===== src/rtl/mem_arbiter_if.sv =====
// Bus bundle between the pipeline requesters, the byte-wide RAM port and mem_arbiter.
// The arbiter uses the slave modport; the requester/RAM side uses master.
interface mem_arbiter_if #(
    parameter int ADDR_W = 32
);
    logic              if_req;
    logic [ADDR_W-1:0] if_addr;
    logic              if_flush;
    logic [31:0]       if_data;
    logic              if_done;
    logic              mem_req;
    logic              mem_we;
    logic [1:0]        mem_size;
    logic [ADDR_W-1:0] mem_addr;
    logic [31:0]       mem_wdata;
    logic [31:0]       mem_rdata;
    logic              mem_done;
    logic              stallreq_if;
    logic              stallreq_mem;
    logic [7:0]        ram_din;
    logic [7:0]        ram_dout;
    logic [ADDR_W-1:0] ram_a;
    logic              ram_wr;

    modport slave (
        input  if_req, if_addr, if_flush, mem_req, mem_we, mem_size, mem_addr, mem_wdata, ram_din,
        output if_data, if_done, mem_rdata, mem_done, stallreq_if, stallreq_mem, ram_dout, ram_a, ram_wr
    );

    modport master (
        output if_req, if_addr, if_flush, mem_req, mem_we, mem_size, mem_addr, mem_wdata, ram_din,
        input  if_data, if_done, mem_rdata, mem_done, stallreq_if, stallreq_mem, ram_dout, ram_a, ram_wr
    );
endinterface


===== src/rtl/mem_arbiter.sv =====
// Byte-serial arbiter sharing one 8-bit RAM port between instruction fetch and load/store.
// Each transaction becomes N little-endian byte accesses; MEM wins ties in IDLE.
module mem_arbiter #(
    parameter int ADDR_W = 32
) (
    input  logic         clk,
    input  logic         rst,
    input  logic         rdy,
    mem_arbiter_if.slave bus
);
    typedef enum logic [1:0] {
        IDLE   = 2'd0,
        IF_RD  = 2'd1,
        MEM_RD = 2'd2,
        MEM_WR = 2'd3
    } state_t;

    state_t            state_q, state_d;
    logic [2:0]        cyc_q, cyc_d;
    logic [2:0]        n_q, n_d;
    logic [ADDR_W-1:0] base_q, base_d;
    logic [ADDR_W-1:0] ram_a_q, ram_a_d;
    logic [23:0]       wdata_q, wdata_d;
    logic [31:0]       buf_q, buf_d;
    logic [31:0]       if_data_q, if_data_d;
    logic [31:0]       mem_rdata_q, mem_rdata_d;
    logic [7:0]        ram_dout_q, ram_dout_d;
    logic              ram_wr_q, ram_wr_d;
    logic              if_done_q, if_done_d;
    logic              mem_done_q, mem_done_d;

    logic [ADDR_W-1:0] next_a_s;
    logic [31:0]       cap_s;
    logic [7:0]        wbyte_s;
    logic [2:0]        mem_n_s;
    logic              grant_mem_s, grant_if_s, rd_last_s, wr_last_s, more_s;

    // A requester whose done pulse is showing still holds a stale request, so it is masked.
    assign grant_mem_s = bus.mem_req && !mem_done_q;
    assign grant_if_s  = !grant_mem_s && bus.if_req && !bus.if_flush && !if_done_q;
    // cyc_q counts cycles since the grant: address cyc_q+1 goes out next, lane cyc_q-1 is captured now.
    assign rd_last_s   = (cyc_q == n_q);
    assign wr_last_s   = ((cyc_q + 3'd1) == n_q);
    assign more_s      = ((cyc_q + 3'd1) < n_q);
    assign next_a_s    = base_q + {{(ADDR_W-3){1'b0}}, cyc_q + 3'd1};

    assign bus.stallreq_if  = bus.if_req & ~if_done_q;
    assign bus.stallreq_mem = bus.mem_req & ~mem_done_q;
    assign bus.if_data      = if_data_q;
    assign bus.if_done      = if_done_q;
    assign bus.mem_rdata    = mem_rdata_q;
    assign bus.mem_done     = mem_done_q;
    assign bus.ram_dout     = ram_dout_q;
    assign bus.ram_a        = ram_a_q;
    assign bus.ram_wr       = ram_wr_q;

    // Decode byte count, next store byte and the read buffer with this cycle's byte merged.
    always_comb begin
        case (bus.mem_size)
            2'd0:    mem_n_s = 3'd1;
            2'd1:    mem_n_s = 3'd2;
            default: mem_n_s = 3'd4;
        endcase
        case (cyc_q)
            3'd0:    wbyte_s = wdata_q[7:0];
            3'd1:    wbyte_s = wdata_q[15:8];
            3'd2:    wbyte_s = wdata_q[23:16];
            default: wbyte_s = 8'h00;
        endcase
        cap_s = buf_q;
        case (cyc_q)
            3'd1:    cap_s[7:0]   = bus.ram_din;
            3'd2:    cap_s[15:8]  = bus.ram_din;
            3'd3:    cap_s[23:16] = bus.ram_din;
            3'd4:    cap_s[31:24] = bus.ram_din;
            default: cap_s = buf_q;
        endcase
    end

    // State register: synchronous reset, frozen while rdy is low.
    always_ff @(posedge clk) begin
        if (rst) begin
            state_q <= IDLE;
        end else if (rdy) begin
            state_q <= state_d;
        end else begin
            state_q <= state_q;
        end
    end

    // Next-state logic; a flush abandons a fetch even on its final capture edge.
    always_comb begin
        state_d = state_q;
        case (state_q)
            IDLE: begin
                if (grant_mem_s) begin
                    state_d = bus.mem_we ? MEM_WR : MEM_RD;
                end else if (grant_if_s) begin
                    state_d = IF_RD;
                end else begin
                    state_d = IDLE;
                end
            end
            IF_RD: begin
                if (bus.if_flush || rd_last_s) begin
                    state_d = IDLE;
                end else begin
                    state_d = IF_RD;
                end
            end
            MEM_RD: begin
                if (rd_last_s) begin
                    state_d = IDLE;
                end else begin
                    state_d = MEM_RD;
                end
            end
            MEM_WR: begin
                if (wr_last_s) begin
                    state_d = IDLE;
                end else begin
                    state_d = MEM_WR;
                end
            end
            default: state_d = IDLE;
        endcase
    end

    // Next values of counters, latched request and registered outputs.
    always_comb begin
        cyc_d       = cyc_q;
        n_d         = n_q;
        base_d      = base_q;
        wdata_d     = wdata_q;
        buf_d       = buf_q;
        ram_a_d     = ram_a_q;
        ram_dout_d  = ram_dout_q;
        ram_wr_d    = 1'b0;
        if_data_d   = if_data_q;
        mem_rdata_d = mem_rdata_q;
        if_done_d   = 1'b0;
        mem_done_d  = 1'b0;
        case (state_q)
            IDLE: begin
                if (grant_mem_s) begin
                    base_d   = bus.mem_addr;
                    n_d      = mem_n_s;
                    wdata_d  = bus.mem_wdata[31:8];
                    cyc_d    = 3'd0;
                    buf_d    = 32'h0000_0000;
                    ram_a_d  = bus.mem_addr;
                    ram_wr_d = bus.mem_we;
                    if (bus.mem_we) begin
                        ram_dout_d = bus.mem_wdata[7:0];
                    end else begin
                        ram_dout_d = ram_dout_q;
                    end
                end else if (grant_if_s) begin
                    base_d  = bus.if_addr;
                    n_d     = 3'd4;
                    cyc_d   = 3'd0;
                    buf_d   = 32'h0000_0000;
                    ram_a_d = bus.if_addr;
                end else begin
                    cyc_d = cyc_q;
                end
            end
            IF_RD, MEM_RD: begin
                if ((state_q == IF_RD) && bus.if_flush) begin
                    cyc_d = cyc_q;
                end else begin
                    cyc_d = cyc_q + 3'd1;
                    buf_d = cap_s;
                    if (more_s) begin
                        ram_a_d = next_a_s;
                    end else begin
                        ram_a_d = ram_a_q;
                    end
                    if (rd_last_s && (state_q == IF_RD)) begin
                        if_data_d = cap_s;
                        if_done_d = 1'b1;
                    end else if (rd_last_s) begin
                        mem_rdata_d = cap_s;
                        mem_done_d  = 1'b1;
                    end else begin
                        if_done_d = 1'b0;
                    end
                end
            end
            MEM_WR: begin
                if (wr_last_s) begin
                    ram_wr_d   = 1'b0;
                    mem_done_d = 1'b1;
                end else begin
                    ram_wr_d   = 1'b1;
                    ram_a_d    = next_a_s;
                    ram_dout_d = wbyte_s;
                    cyc_d      = cyc_q + 3'd1;
                end
            end
            default: begin
                cyc_d = 3'd0;
            end
        endcase
    end

    // Datapath and output registers, all held while rdy is low.
    always_ff @(posedge clk) begin
        if (rst) begin
            cyc_q       <= 3'd0;
            n_q         <= 3'd0;
            base_q      <= {ADDR_W{1'b0}};
            wdata_q     <= 24'h00_0000;
            buf_q       <= 32'h0000_0000;
            ram_a_q     <= {ADDR_W{1'b0}};
            ram_dout_q  <= 8'h00;
            ram_wr_q    <= 1'b0;
            if_data_q   <= 32'h0000_0000;
            mem_rdata_q <= 32'h0000_0000;
            if_done_q   <= 1'b0;
            mem_done_q  <= 1'b0;
        end else if (rdy) begin
            cyc_q       <= cyc_d;
            n_q         <= n_d;
            base_q      <= base_d;
            wdata_q     <= wdata_d;
            buf_q       <= buf_d;
            ram_a_q     <= ram_a_d;
            ram_dout_q  <= ram_dout_d;
            ram_wr_q    <= ram_wr_d;
            if_data_q   <= if_data_d;
            mem_rdata_q <= mem_rdata_d;
            if_done_q   <= if_done_d;
            mem_done_q  <= mem_done_d;
        end else begin
            cyc_q       <= cyc_q;
            n_q         <= n_q;
            base_q      <= base_q;
            wdata_q     <= wdata_q;
            buf_q       <= buf_q;
            ram_a_q     <= ram_a_q;
            ram_dout_q  <= ram_dout_q;
            ram_wr_q    <= ram_wr_q;
            if_data_q   <= if_data_q;
            mem_rdata_q <= mem_rdata_q;
            if_done_q   <= if_done_q;
            mem_done_q  <= mem_done_q;
        end
    end
endmodule


===== src/flat_wrapper.sv =====
// flat-port wrapper written by rule: the top's interface ports become plain ports
module mem_arbiter_flat 
#(
    parameter int ADDR_W = 32
)
  (clk, rst, rdy, bus_if_req, bus_if_addr, bus_if_flush, bus_mem_req, bus_mem_we, bus_mem_size, bus_mem_addr, bus_mem_wdata, bus_ram_din, bus_if_data, bus_if_done, bus_mem_rdata, bus_mem_done, bus_stallreq_if, bus_stallreq_mem, bus_ram_dout, bus_ram_a, bus_ram_wr);
  mem_arbiter_if #(.ADDR_W(ADDR_W)) bus_i ();
  input  logic clk;
  input  logic rst;
  input  logic rdy;
  input wire logic [$bits(bus_i.if_req)-1:0] bus_if_req;
  input wire logic [$bits(bus_i.if_addr)-1:0] bus_if_addr;
  input wire logic [$bits(bus_i.if_flush)-1:0] bus_if_flush;
  input wire logic [$bits(bus_i.mem_req)-1:0] bus_mem_req;
  input wire logic [$bits(bus_i.mem_we)-1:0] bus_mem_we;
  input wire logic [$bits(bus_i.mem_size)-1:0] bus_mem_size;
  input wire logic [$bits(bus_i.mem_addr)-1:0] bus_mem_addr;
  input wire logic [$bits(bus_i.mem_wdata)-1:0] bus_mem_wdata;
  input wire logic [$bits(bus_i.ram_din)-1:0] bus_ram_din;
  output wire logic [$bits(bus_i.if_data)-1:0] bus_if_data;
  output wire logic [$bits(bus_i.if_done)-1:0] bus_if_done;
  output wire logic [$bits(bus_i.mem_rdata)-1:0] bus_mem_rdata;
  output wire logic [$bits(bus_i.mem_done)-1:0] bus_mem_done;
  output wire logic [$bits(bus_i.stallreq_if)-1:0] bus_stallreq_if;
  output wire logic [$bits(bus_i.stallreq_mem)-1:0] bus_stallreq_mem;
  output wire logic [$bits(bus_i.ram_dout)-1:0] bus_ram_dout;
  output wire logic [$bits(bus_i.ram_a)-1:0] bus_ram_a;
  output wire logic [$bits(bus_i.ram_wr)-1:0] bus_ram_wr;
  assign bus_i.if_req = bus_if_req;
  assign bus_i.if_addr = bus_if_addr;
  assign bus_i.if_flush = bus_if_flush;
  assign bus_i.mem_req = bus_mem_req;
  assign bus_i.mem_we = bus_mem_we;
  assign bus_i.mem_size = bus_mem_size;
  assign bus_i.mem_addr = bus_mem_addr;
  assign bus_i.mem_wdata = bus_mem_wdata;
  assign bus_i.ram_din = bus_ram_din;
  assign bus_if_data = bus_i.if_data;
  assign bus_if_done = bus_i.if_done;
  assign bus_mem_rdata = bus_i.mem_rdata;
  assign bus_mem_done = bus_i.mem_done;
  assign bus_stallreq_if = bus_i.stallreq_if;
  assign bus_stallreq_mem = bus_i.stallreq_mem;
  assign bus_ram_dout = bus_i.ram_dout;
  assign bus_ram_a = bus_i.ram_a;
  assign bus_ram_wr = bus_i.ram_wr;
  mem_arbiter #(.ADDR_W(ADDR_W)) u_core (.clk(clk), .rst(rst), .rdy(rdy), .bus(bus_i));
endmodule

===== config.mk =====
export PLATFORM = sky130hd
export DESIGN_NAME = mem_arbiter_flat
export DESIGN_NICKNAME = d
export VERILOG_FILES = /design/src/rtl/mem_arbiter_if.sv /design/src/rtl/mem_arbiter.sv /design/src/flat_wrapper.sv
export SDC_FILE = /design/constraint.sdc
export NUM_CORES = 1
export LEC_CHECK = 0
export ABC_AREA = 1
export CAP_MARGIN = 20
export CORE_MARGIN = 3
export CORE_UTILIZATION = 51
export DETAILED_ROUTE_END_ITERATION = 8
export PLACE_DENSITY = 0.77
export SLEW_MARGIN = 20
export SYNTH_ARGS = -nofsm -noshare
export SYNTH_HDL_FRONTEND = slang
export SYNTH_SLANG_ARGS = --single-unit

===== constraint.sdc =====
create_clock -name clk -period 2.72 [get_ports clk]
set_input_delay 0.544 -clock clk [delete_from_list [all_inputs] [get_ports clk]]
set_output_delay 0.544 -clock clk [all_outputs]
set_load 0.1 [all_outputs]

# Word-level counts from Yosys, hierarchy flattened

Index checks and enable logic that the tools add are counted.

Shifts and indexed selects: 0
Magnitude comparators: 1
$mul: 0
Divide/modulo/power cells: 0
Mux-type cells: 45
Bitwise gates (word level): 6
Eq/ne operators: 16
Reduce and logical (&&, ||, !) cells: 26
Add/sub/neg operators: 2

Operators with widths:

| cell                                                                  | count |
|---|---|
| 32-bit 2-to-1 mux                                                     | 8 |
| 32-bit case mux with 3 select lines                                   | 1 |
| 32-bit case mux with 2 select lines                                   | 1 |
| 8-bit 2-to-1 mux                                                      | 7 |
| 32-bit by 3-bit adder with 32-bit output                              | 1 |
| 8-bit case mux with 3 select lines                                    | 1 |
| 3-bit 2-to-1 mux                                                      | 6 |
| 8-bit case mux with 2 select lines                                    | 1 |
| 5-bit AND reduction                                                   | 3 |
| 1-bit 2-to-1 mux                                                      | 12 |
| 4-bit AND reduction                                                   | 3 |
| 3-bit case mux with 3 select lines                                    | 1 |
| 2-bit case mux with 4 select lines                                    | 1 |
| 3-bit by 2-bit equality test with 1-bit output, second input constant | 2 |
| 3-bit equality test                                                   | 2 |
| 1-bit logical AND                                                     | 6 |
| 2-bit 2-to-1 mux                                                      | 3 |
| 2-bit inequality test, second input constant                          | 3 |
| 3-bit case mux with 2 select lines                                    | 1 |
| 3-bit AND reduction                                                   | 2 |
| 2-bit nonzero test                                                    | 3 |
| 2-bit by 1-bit equality test with 1-bit output, second input constant | 2 |
| 2-bit equality test, second input constant                            | 2 |
| 1-bit logical NOT                                                     | 4 |
| 13 further kinds                                                      | 20 |

Output and inout port bits: 109
Register bits after elaboration: 203
Logic and storage cells: 109
RAM bits: 0
Latch bits: 0
Bits in read-only memories: 0
Bits of input ports: 113
Memories kept: 0

# Longest topological paths before layout

Gate-level depths: netlist of run 1.

Depth after elaboration: 9
Mapped depth: 15
Depth with buffers taken out: 14

# Worst setup path before layout of run 1

Ideal clock, no wire load.

Path kind: register -> register
Start: register u_core.if_done_q (netlist: u_core.bus.if_done)
End: register u_core.buf_q[23]
Library setup time: 0.128 ns
Buffers on the path: 1
Stages on the path, launching flop included: 8
Slack: -0.570 ns
Data required time: 2.592 ns
Period minus slack after synthesis: 3.290 ns
Data arrival time: 3.161 ns
Cells stage by stage: dfxtp_1 -> nor2_1 -> nand3_1 -> nand3_2 -> nand4_2 -> clkbuf_1 -> o21ai_0 -> a21oi_1

Cells in the longest elaborated chain, start to end: 4

Ends and longest elaborated chain:

| what                                                       | line               | text |
|---|---|---|
| from (decl)                                                | mem_arbiter.sv:29  | `logic if_done_q, if_done_d;` |
| from (signal assigned)                                     | mem_arbiter.sv:233 | `if_done_q <= if_done_d;` |
| from (signal assigned)                                     | mem_arbiter.sv:246 | `if_done_q <= if_done_q;` |
| 1-bit logical NOT                                          | mem_arbiter.sv:40  | `assign grant_if_s = !grant_mem_s && bus.if_req && !bus.if_flush && !if_done_q;` |
| 1-bit logical AND                                          | mem_arbiter.sv:40  |  |
| 3-bit by 1-bit inequality test with 1-bit output (no line) | -                  |  |
| 4-bit AND reduction (no line)                              | -                  |  |
| to (signal assigned)                                       | mem_arbiter.sv:227 | `buf_q <= buf_d;` |
| to (signal assigned)                                       | mem_arbiter.sv:240 | `buf_q <= buf_q;` |
| to (decl)                                                  | mem_arbiter.sv:24  | `logic [31:0] buf_q, buf_d;` |

Every way passes these cells.
A chain may end at the register's enable or synchronous reset.

# Worst setup path after layout of run 1

Start: register u_core.cyc_q[0]
End: register u_core.ram_a_q[17] (netlist: u_core.bus.ram_a[17])

Cells in the longest elaborated chain, start to end: 5
Elaborated cells between the ends (all ways): 11
Those cells by class: 2 x add/sub; 1 x order compare; 3 x eq/ne; 4 x mux; 1 x reduce/logical

Ends and longest elaborated chain:

| what                                       | line                                                    | text |
|---|---|---|
| from (decl)                                | mem_arbiter.sv:19                                       | `logic [2:0] cyc_q, cyc_d;` |
| from (signal assigned)                     | mem_arbiter.sv:223                                      | `cyc_q <= cyc_d;` |
| from (signal assigned)                     | mem_arbiter.sv:236                                      | `cyc_q <= cyc_q;` |
| 3-bit by 1-bit adder with 3-bit output (*) | mem_arbiter.sv:43, mem_arbiter.sv:44, mem_arbiter.sv:45 |  |
| 32-bit by 3-bit adder with 32-bit output   | mem_arbiter.sv:45                                       | `assign next_a_s = base_q + {{(ADDR_W-3){1'b0}}, cyc_q + 3'd1};` |
| 32-bit 2-to-1 mux                          | mem_arbiter.sv:174                                      | `if (more_s) begin` |
| 32-bit 2-to-1 mux                          | mem_arbiter.sv:169                                      | `if ((state_q == IF_RD) && bus.if_flush) begin` |
| 32-bit case mux with 3 select lines        | mem_arbiter.sv:143                                      | `case (state_q)` |
| to (signal assigned)                       | mem_arbiter.sv:215                                      | `ram_a_q <= {ADDR_W{1'b0}};` |
| to (signal assigned)                       | mem_arbiter.sv:228                                      | `ram_a_q <= ram_a_d;` |
| to (signal assigned)                       | mem_arbiter.sv:241                                      | `ram_a_q <= ram_a_q;` |
| to (decl)                                  | mem_arbiter.sv:22                                       | `logic [ADDR_W-1:0] ram_a_q, ram_a_d;` |

Every way passes the cells marked *; elsewhere a longest branch is shown, timed or not. The select of a mux whose other input is x is not followed.

==> results of run 1 <==
-- layout make-up --
cell class	instances	area (sq um)	area share (%)
Timing Repair Buffer	248	2210	17.1
Clock inverter	6	58.8	0.454
Inverter	199	751	5.79
Multi-Input combinational cell	1027	4900	37.8
Sequential cell	203	4070	31.4
Clock buffer	31	646	4.98
Tap cell	260	325	2.51
-- power groups by stage --
stage | registers [mW] | clock network [mW] | logic [mW]
after floorplan | 4.21 | 0 | 1.01
after global placement | 3.44 | 0 | 2.44
after detailed placement | 3.44 | 0 | 2.47
after CTS | 3.38 | 2.97 | 2.48
after global routing | 3.41 | 3.10 | 2.69
final | 3.39 | 2.93 | 2.49
-- worst paths after layout --
path / start / end / slack, ns / depth (start not counted)
min reg2reg: u_core.buf_q[20]$_SDFFE_PP0P_ / u_core.buf_q[20]$_SDFFE_PP0P_ / 0.44 / 2
max: u_core.cyc_q[0]$_SDFFE_PP0P_ / u_core.bus.ram_a[17]$_SDFFE_PP0P_ / 0.22 / 12
max reg2reg: u_core.cyc_q[0]$_SDFFE_PP0P_ / u_core.bus.ram_a[17]$_SDFFE_PP0P_ / 0.22 / 12
min: u_core.buf_q[20]$_SDFFE_PP0P_ / u_core.buf_q[20]$_SDFFE_PP0P_ / 0.44 / 2
-- through the flow --
stage	util, %	instances
after floorplan	-	1513
after global placement	64.4	1937
after detailed placement	64.4	1937
after CTS	68.1	1974
after global routing	68.2	1974
final	68.2	1974
-- layout by cell type, fill, tap and decap left out, drive strengths merged --
cell type and n:
ha 15, nor3 1, xnor2 4, bufinv 1, nand2 295, or2 10
xor2 5, a21oi 142, mux2i 15, nor2 215, clkdlybuf4s50 111, nand4 4
o211ai 4, clkinv 9, dfxtp 203, clkbuf 31, o22ai 1, o21ai 194
nand3 95, o21a 1, nand3b 5, a31oi 8, inv 195, o21bai 2
a211oi 8, a22oi 2, buf 137, fa 1
-- critical path: cells and delay by family, from the launching register on --
family | cells | cell delay, ns
adder cells (fa/ha/maj) | 3 | 0.78
buffers and inverters | 3 | 0.19
AND/OR/NAND/NOR | 4 | 0.79
flip-flops | 1 | 0.35
AO/OA/AOI/OAI | 2 | 0.31
-- cell families after synthesis --
logic type      share of synthesized area (%)
compound gates                           18.6
xor+xnor                                0.783
fa+ha+maj                                2.06
buf+inv                                  11.1
flops                                    40.4
mux                                      1.49
simple gates                             25.6
-- sequential cells by signal, summed over array words and instances, names as in the netlist --
register / cells
u_core.bus.mem_done: 1
u_core.bus.if_data: 32
u_core.bus.ram_dout: 8
u_core.buf_q: 32
u_core.state_q: 2
u_core.bus.if_done: 1
u_core.n_q: 3
u_core.bus.mem_rdata: 32
u_core.base_q: 32
u_core.wdata_q: 24
u_core.bus.ram_a: 32
u_core.cyc_q: 3
u_core.bus.ram_wr: 1
-- what timing repair did --
item                                    CTS  global route
gates resized for setup                   0             6
endpoints found under the hold margin     0             0
endpoints found under the setup margin    0            12
-- metal layers --
metal,up-vias,share of wire [%],track usage (%)
li1,5211,-,-
met1,4604,44,35.3
met2,392,47,44.6
met3,49,7.5,5.09
met4,4,1.8,6.11
met5,-,0.10,0
==> impl_summary.log, run 1 <==
INFO  metric vias_in_the_first_global_route = 9,736
INFO  metric drtPass1Iterations = 5
INFO  metric synth_nets = 1,642
INFO  metric drt_iter0_drc = 602
INFO  metric critPathRequiredTime = about 3.2 ns
INFO  metric cts-hold-fix-buffers = 0
INFO  metric sw_frac_of_total = between 30% and 40%
INFO  metric cts_sinks = just over 200
INFO  metric worst_rel_slew_slack = approximately half
INFO  metric grt_first_pass_wirelength = 47.9 mm
INFO  metric status = finished clean
INFO  metric port-buffer-count = ~220
INFO  metric startpoint_type = flip-flop
INFO  metric power.share.combinational = 28.3%
INFO  metric clkPwrFrac = around 33%
INFO  metric power.sequential.fraction = 38.4%
INFO  metric setup_ws = 0.221 ns
INFO  metric maxSlewViolCount = 0
INFO  metric internal-power = 5.66 mW
INFO  metric synth_warnings = 0
INFO  metric drc = 0
INFO  metric ys_types = 38
INFO  metric tot_pwr = 8.81 mW
INFO  metric track_usage = 26.4%
INFO  metric final_min_period_over_clock_period = ~92%
INFO  metric max_freq = 0.400 GHz
INFO  metric wire_per_inst = 15.0 um
INFO  metric critical_path.endpoint_type = flip-flop
INFO  metric critical_path_arrival = 2.93 ns
INFO  metric pin_count = ~220
INFO  metric p_per_area = 680 mW/mm^2
INFO  metric cts_buffers = 23
INFO  metric cell_with_the_most_instances_after_synthesis = sky130_fd_sc_hd__nand2_1
INFO  metric synth.avg_cell_area = 6.65 sq um
INFO  metric grt_remaining_overflow = 0
INFO  metric async_reset_ff_share = 0%
INFO  metric area_of_the_core = 0.0190 sq mm
INFO  metric nNetsFinal = 1,831
INFO  metric synthesis.area = 0.0101 sq mm
INFO  metric hp-class = reg -> reg
INFO  metric stdcell_area = 0.0130 sq mm
INFO  metric grt_setup_unrepaired = no
INFO  metric die_width = 147 um
INFO  metric finalHoldViolations = 0
INFO  metric fp.dieArea = approximately 0.021 sq mm
INFO  metric antennaDiodeCount = 0
INFO  metric antenna_found_initial = 2
INFO  metric synth.area.top_cells = sky130_fd_sc_hd__dfxtp_1 40%, sky130_fd_sc_hd__nand2_1 11%, sky130_fd_sc_hd__o21ai_0 8.7%
INFO  metric yosys_register_bits = just over 200
INFO  metric clock_insertion_delay_worst_skew = 0.51 ns
INFO  metric timing_worst_slew_pin_value = 0.726 ns
INFO  metric initial_standard_cell_utilization_of_the_core = 52.9%
INFO  metric routed_via_density = 5.20
INFO  metric drt_wl_total = 29.6 mm
INFO  metric synth_top_flop_cell = sky130_fd_sc_hd__dfxtp_1
INFO  metric totalNegativeSetupSlack = 0 ns
INFO  metric fillerInstances = 1,707
INFO  metric p_leak = 5.71 nW
INFO  metric drv.max_cap_violation_count = 0
INFO  metric post_route_clock_skew = 0.00921 ns
INFO  metric synthDominantCellAreaShare = between 40% and 50%
INFO  metric rows = 50
INFO  metric postPlaceCellArea = 0.0122 sq mm
INFO  metric cts_tree = yes
INFO  metric die-height = 147 um
INFO  metric criticalPathCategory = reg -> reg
INFO  metric edff_count_synth = 0
INFO  metric crit_path_cell_trace = ha_1, ha_1, inv_1, ha_1, inv_1, nand2_1, nand3_1, nor2_2, inv_1, o21bai_1, nand3_1, a21oi_1
INFO  metric finalHoldWorstSlack = 0.442 ns
INFO  metric critPathMaxFanout = 5
INFO  metric final_layout_size_suffix_gt1_share = 12.0%
INFO  metric post-cts-setup-buffer-count = 0
INFO  metric worst_ir_drop_vdd = 0.373 mV
INFO  metric worst_path_largest_cell_delay = 0.35 ns
INFO  metric cts_root_buffer = sky130_fd_sc_hd__clkbuf_16
INFO  metric htree_num_levels = 1
INFO  metric cts_max_path_buffers = 3
INFO  metric cts.reportedPaths.clkPinSlew = 0.06 ns
INFO  metric route.vias.total = just over 10,000
INFO  metric netlist_top_cells_count = 294 x sky130_fd_sc_hd__nand2_1, 210 x sky130_fd_sc_hd__nor2_1, 203 x sky130_fd_sc_hd__dfxtp_1
INFO  metric hpwl = ~21 mm
INFO  metric grt_max_degree = between 60 and 70
INFO  metric crit_slowest_cell = sky130_fd_sc_hd__dfxtp_2
INFO  metric setup_violations = 0
INFO  metric areaGrowthSynthToFinish = 28.7%
INFO  metric antenna_left = 0
INFO  metric synth_largest_area_cell = sky130_fd_sc_hd__dfxtp_1
INFO  metric place_ws = 0.113 ns
INFO  metric p_sw = 3.15 mW
INFO  metric synth.yosys.seq_area_share = 40.4%
INFO  metric synthCells = approximately 1,500
INFO  metric min_period = 2.50 ns
INFO  metric finalWeightedCongestion = 0.896
Power figures use the tool's default switching activity.
==> run 2, diff against run 1 <==
- clock period: 2.72 -> 2.5 ns (I/O delays scaled with it)
==> run 2 against run 1 <==
Register-to-register slack got worse by 0.04 ns. Sequential share of layout area decreased by 0.40 points. Clock power increased by 9.2%. Count of clock-buffer cells in the layout decreased by 1. Worst setup slack got worse by 0.038 ns. Wire length decreased by 0.50%. Maximum frequency increased by 7.8%. Sequential cell count unchanged. Clock skew increased by 0.0071 ns. Cell area increased by 1.3%. Highest routed layer unchanged.
==> impl_summary.log, run 2 (synthesized netlist as in run 1, its figures left out) <==
INFO  metric die-height = 147 um (unchanged)
INFO  metric finalNonFillerCells = 1,983 (was 1,974)
INFO  metric power.share.combinational = 28.6% (was 28.3%)
INFO  metric hp-class = reg -> reg (unchanged)
INFO  metric cts_max_path_buffers = 3 (unchanged)
INFO  metric drc = 0 (unchanged)
INFO  metric clkPwrFrac = 33.2% (was 33.3%)
INFO  metric grt_max_degree = 68 (was 65)
INFO  metric critical_path_arrival = 2.68 ns (was 2.93 ns)
INFO  metric post_route_clock_skew = 0.0163 ns (was 0.00921 ns)
INFO  metric rows = 50 (unchanged)
INFO  metric cts_tree = yes (unchanged)
INFO  metric internal-power = 6.18 mW (was 5.66 mW)
INFO  metric hpwl = 20.7 mm (was 20.9 mm)
INFO  metric crit_path_cell_trace = inv_1, ha_1, inv_1, fa_1, inv_1, nand2_1, nand2_2, nand2_1, nor2_1, nand2_1, nand2_1, nand3_1, nand2_1, a21oi_1 (was ha_1, ha_1, inv_1, ha_1, inv_1, nand2_1, nand3_1, nor2_2, inv_1, o21bai_1, nand3_1, a21oi_1)
INFO  metric grt_remaining_overflow = 0 (unchanged)
INFO  metric track_usage = 26.1% (was 26.4%)
INFO  metric cts_sinks = 203 (unchanged)
INFO  metric criticalPathCategory = reg -> reg (unchanged)
INFO  metric antenna_found_initial = 2 (unchanged)
INFO  metric worst-path-buf-inv = 3 (unchanged)
INFO  metric finalCoreUtilization = 69.0% (was 68.2%)
INFO  metric power.sequential.fraction = 38.2% (was 38.4%)
INFO  metric mostFrequentLayoutCell = sky130_fd_sc_hd__nand2_1 (unchanged)
INFO  metric worst_ir_drop_vdd = 0.417 mV (was 0.373 mV)
INFO  metric setup_ws = 0.183 ns (was 0.221 ns)
INFO  metric p_per_area = 733 mW/mm^2 (was 680 mW/mm^2)
INFO  metric sw_frac_of_total = 35.9% (was 35.7%)
INFO  metric largest_delay_share_family_worst_path = simple AND/OR/NAND/NOR gates (unchanged)
INFO  metric htree_num_levels = 1 (unchanged)
INFO  metric cts_buffers = 23 (unchanged)
INFO  metric nNetsFinal = 1,839 (was 1,831)
INFO  metric critPathMaxFanout = 4 (was 5)
INFO  metric maxSlewViolCount = 0 (unchanged)
INFO  metric tot_pwr = 9.63 mW (was 8.81 mW)
INFO  metric routed_via_density = 5.13 (was 5.20)
INFO  metric port-buffer-count = 221 (unchanged)
INFO  metric worst_rel_slew_slack = 49.5% (was 51.6%)
INFO  metric die_width = 147 um (unchanged)
INFO  metric antennaDiodeCount = 0 (unchanged)
INFO  metric fp.dieArea = 0.0215 sq mm (unchanged)
INFO  metric drtPass1Iterations = 5 (unchanged)
INFO  metric pin_count = 222 (unchanged)
INFO  metric clock_insertion_delay_worst_skew = 0.51 ns (about the same)
INFO  metric worst_path_largest_cell_delay = 0.40 ns (was 0.35 ns)
INFO  metric area_of_the_core = 0.0190 sq mm (unchanged)
INFO  metric drt_wl_total = 29.5 mm (was 29.6 mm)
INFO  metric timing_worst_slew_pin_value = 0.757 ns (was 0.726 ns)
INFO  metric post-place-cells = 1,945 (was 1,937)
INFO  metric min_period = 2.32 ns (was 2.50 ns)
INFO  metric drt_iter0_drc = 741 (was 602)
INFO  metric max_freq = 0.432 GHz (was 0.400 GHz)
INFO  metric finalHoldViolations = 0 (unchanged)
INFO  metric final_min_period_over_clock_period = 92.7% (was 91.9%)
INFO  metric initial_standard_cell_utilization_of_the_core = 52.9% (unchanged)
INFO  metric startpoint_type = flip-flop (unchanged)
INFO  metric drv.max_cap_violation_count = 0 (unchanged)
INFO  metric crit_slowest_cell = sky130_fd_sc_hd__fa_1 (was sky130_fd_sc_hd__dfxtp_2)
INFO  metric p_sw = 3.45 mW (was 3.15 mW)
INFO  metric finalWeightedCongestion = 0.906 (was 0.896)
INFO  metric route.vias.total = 10,200 (was 10,300)
INFO  metric postPlaceCellArea = 0.0124 sq mm (was 0.0122 sq mm)
INFO  metric grt_first_pass_wirelength = 47.6 mm (was 47.9 mm)
INFO  metric p_leak = 5.78 nW (was 5.71 nW)
INFO  metric areaGrowthSynthToFinish = 30.4% (was 28.7%)
INFO  metric vias_in_the_first_global_route = 9,572 (was 9,736)
INFO  metric critical-path-top-cell-by-count = sky130_fd_sc_hd__nand2_1
INFO  metric final_layout_size_suffix_gt1_share = 12.7% (was 12.0%)
INFO  metric cts.reportedPaths.clkPinSlew = 0.06 ns (about the same)
INFO  metric cts_root_buffer = sky130_fd_sc_hd__clkbuf_16 (unchanged)
INFO  metric critical_path.endpoint_type = flip-flop (unchanged)
INFO  metric critPathRequiredTime = 2.86 ns (was 3.15 ns)
INFO  metric wire_per_inst = 14.9 um (was 15.0 um)
INFO  metric place_ws = 0.0322 ns (was 0.113 ns)
INFO  metric status = finished clean (unchanged)
INFO  metric setup_violations = 0 (unchanged)
INFO  metric antenna_left = 0 (unchanged)
INFO  metric stdcell_area = 0.0131 sq mm (was 0.0130 sq mm)
INFO  metric final_cell_mix = 293 x sky130_fd_sc_hd__nand2_1, 204 x sky130_fd_sc_hd__nor2_1, 201 x sky130_fd_sc_hd__dfxtp_1 (was 294 x sky130_fd_sc_hd__nand2_1, 206 x sky130_fd_sc_hd__nor2_1, 201 x sky130_fd_sc_hd__dfxtp_1)
run 2: cell types whose count changed in the layout (fill, tap and decap cells not counted), moves of 2 or more:
| cell | delta |
|---|---|
| sky130_fd_sc_hd__buf_12 | +6 |
| sky130_fd_sc_hd__inv_6 | +2 |
| sky130_fd_sc_hd__buf_4 | +2 |
| sky130_fd_sc_hd__nor2_1 | -2 |
| sky130_fd_sc_hd__nand3_1 | -2 |
run 2: path summary, 6_finish.rpt:
path / from / to / slack [ns] / cells after the start
worst min-delay path: u_core.buf_q[20]$_SDFFE_PP0P_ / u_core.buf_q[20]$_SDFFE_PP0P_ / 0.44 / 2
worst min register to register: u_core.buf_q[20]$_SDFFE_PP0P_ / u_core.buf_q[20]$_SDFFE_PP0P_ / 0.44 / 2
worst max-delay path: u_core.cyc_q[1]$_SDFFE_PP0P_ / u_core.bus.ram_a[24]$_SDFFE_PP0P_ / 0.18 / 14
worst max register to register: u_core.cyc_q[1]$_SDFFE_PP0P_ / u_core.bus.ram_a[24]$_SDFFE_PP0P_ / 0.18 / 14
run 2: worst register-to-register path, stage by stage (launching register included):
cell	delay, ns
sky130_fd_sc_hd__dfxtp_2	0.37
sky130_fd_sc_hd__inv_1	0.09
sky130_fd_sc_hd__ha_1	0.29
sky130_fd_sc_hd__inv_1	0.05
sky130_fd_sc_hd__fa_1	0.40
sky130_fd_sc_hd__inv_1	0.07
sky130_fd_sc_hd__nand2_1	0.08
sky130_fd_sc_hd__nand2_2	0.11
sky130_fd_sc_hd__nand2_1	0.10
sky130_fd_sc_hd__nor2_1	0.26
sky130_fd_sc_hd__nand2_1	0.09
sky130_fd_sc_hd__nand2_1	0.06
sky130_fd_sc_hd__nand3_1	0.08
sky130_fd_sc_hd__nand2_1	0.08
sky130_fd_sc_hd__a21oi_1	0.06
run 2: power by group through the flow:
| stage | Clock (mW) | Sequential (mW) | Combinational [mW] |
|---|---|---|---|
| detailed placement | 0 | 3.74 | 2.73 |
| finish | 3.20 | 3.68 | 2.75 |
| global route | 3.37 | 3.71 | 2.98 |
| global placement | 0 | 3.74 | 2.69 |
| floorplan | 0 | 4.58 | 1.10 |
| CTS | 3.22 | 3.68 | 2.74 |
run 2: stage by stage:
step / TNS (ns) / hold slack, ns
floorplan: 0 / 0.420
global placement: 0 / 0.427
detailed placement: 0 / 0.434
CTS: 0 / 0.443
global route: -0.0144 / 0.459
finish: 0 / 0.444
run 2: what timing repair did:
item | 4_1_cts | 5_1_grt
hold buffers | 0 | 0
setup buffers | 0 | 0
gates resized for setup | 0 | 14
endpoints found under the hold margin | 0 | 0
endpoints found under the setup margin | 0 | 25
run 2: area by class of cell:
class	instances	area (sq um)
clock buffers	30	632
flip-flops and latches	203	4070
inverters	199	754
repair buffers	256	2350
well taps	260	325
multi-input cells	1027	4930
fillers	1699	5890
clock inverters	8	72.6
run 2: per-layer routing:
layer  part of all wire (%)  GRT usage [%]
met1                     45           35.5
met2                     47           44.1
met3                    7.0           4.53
met4                    1.5           5.08
met5                   0.11              0
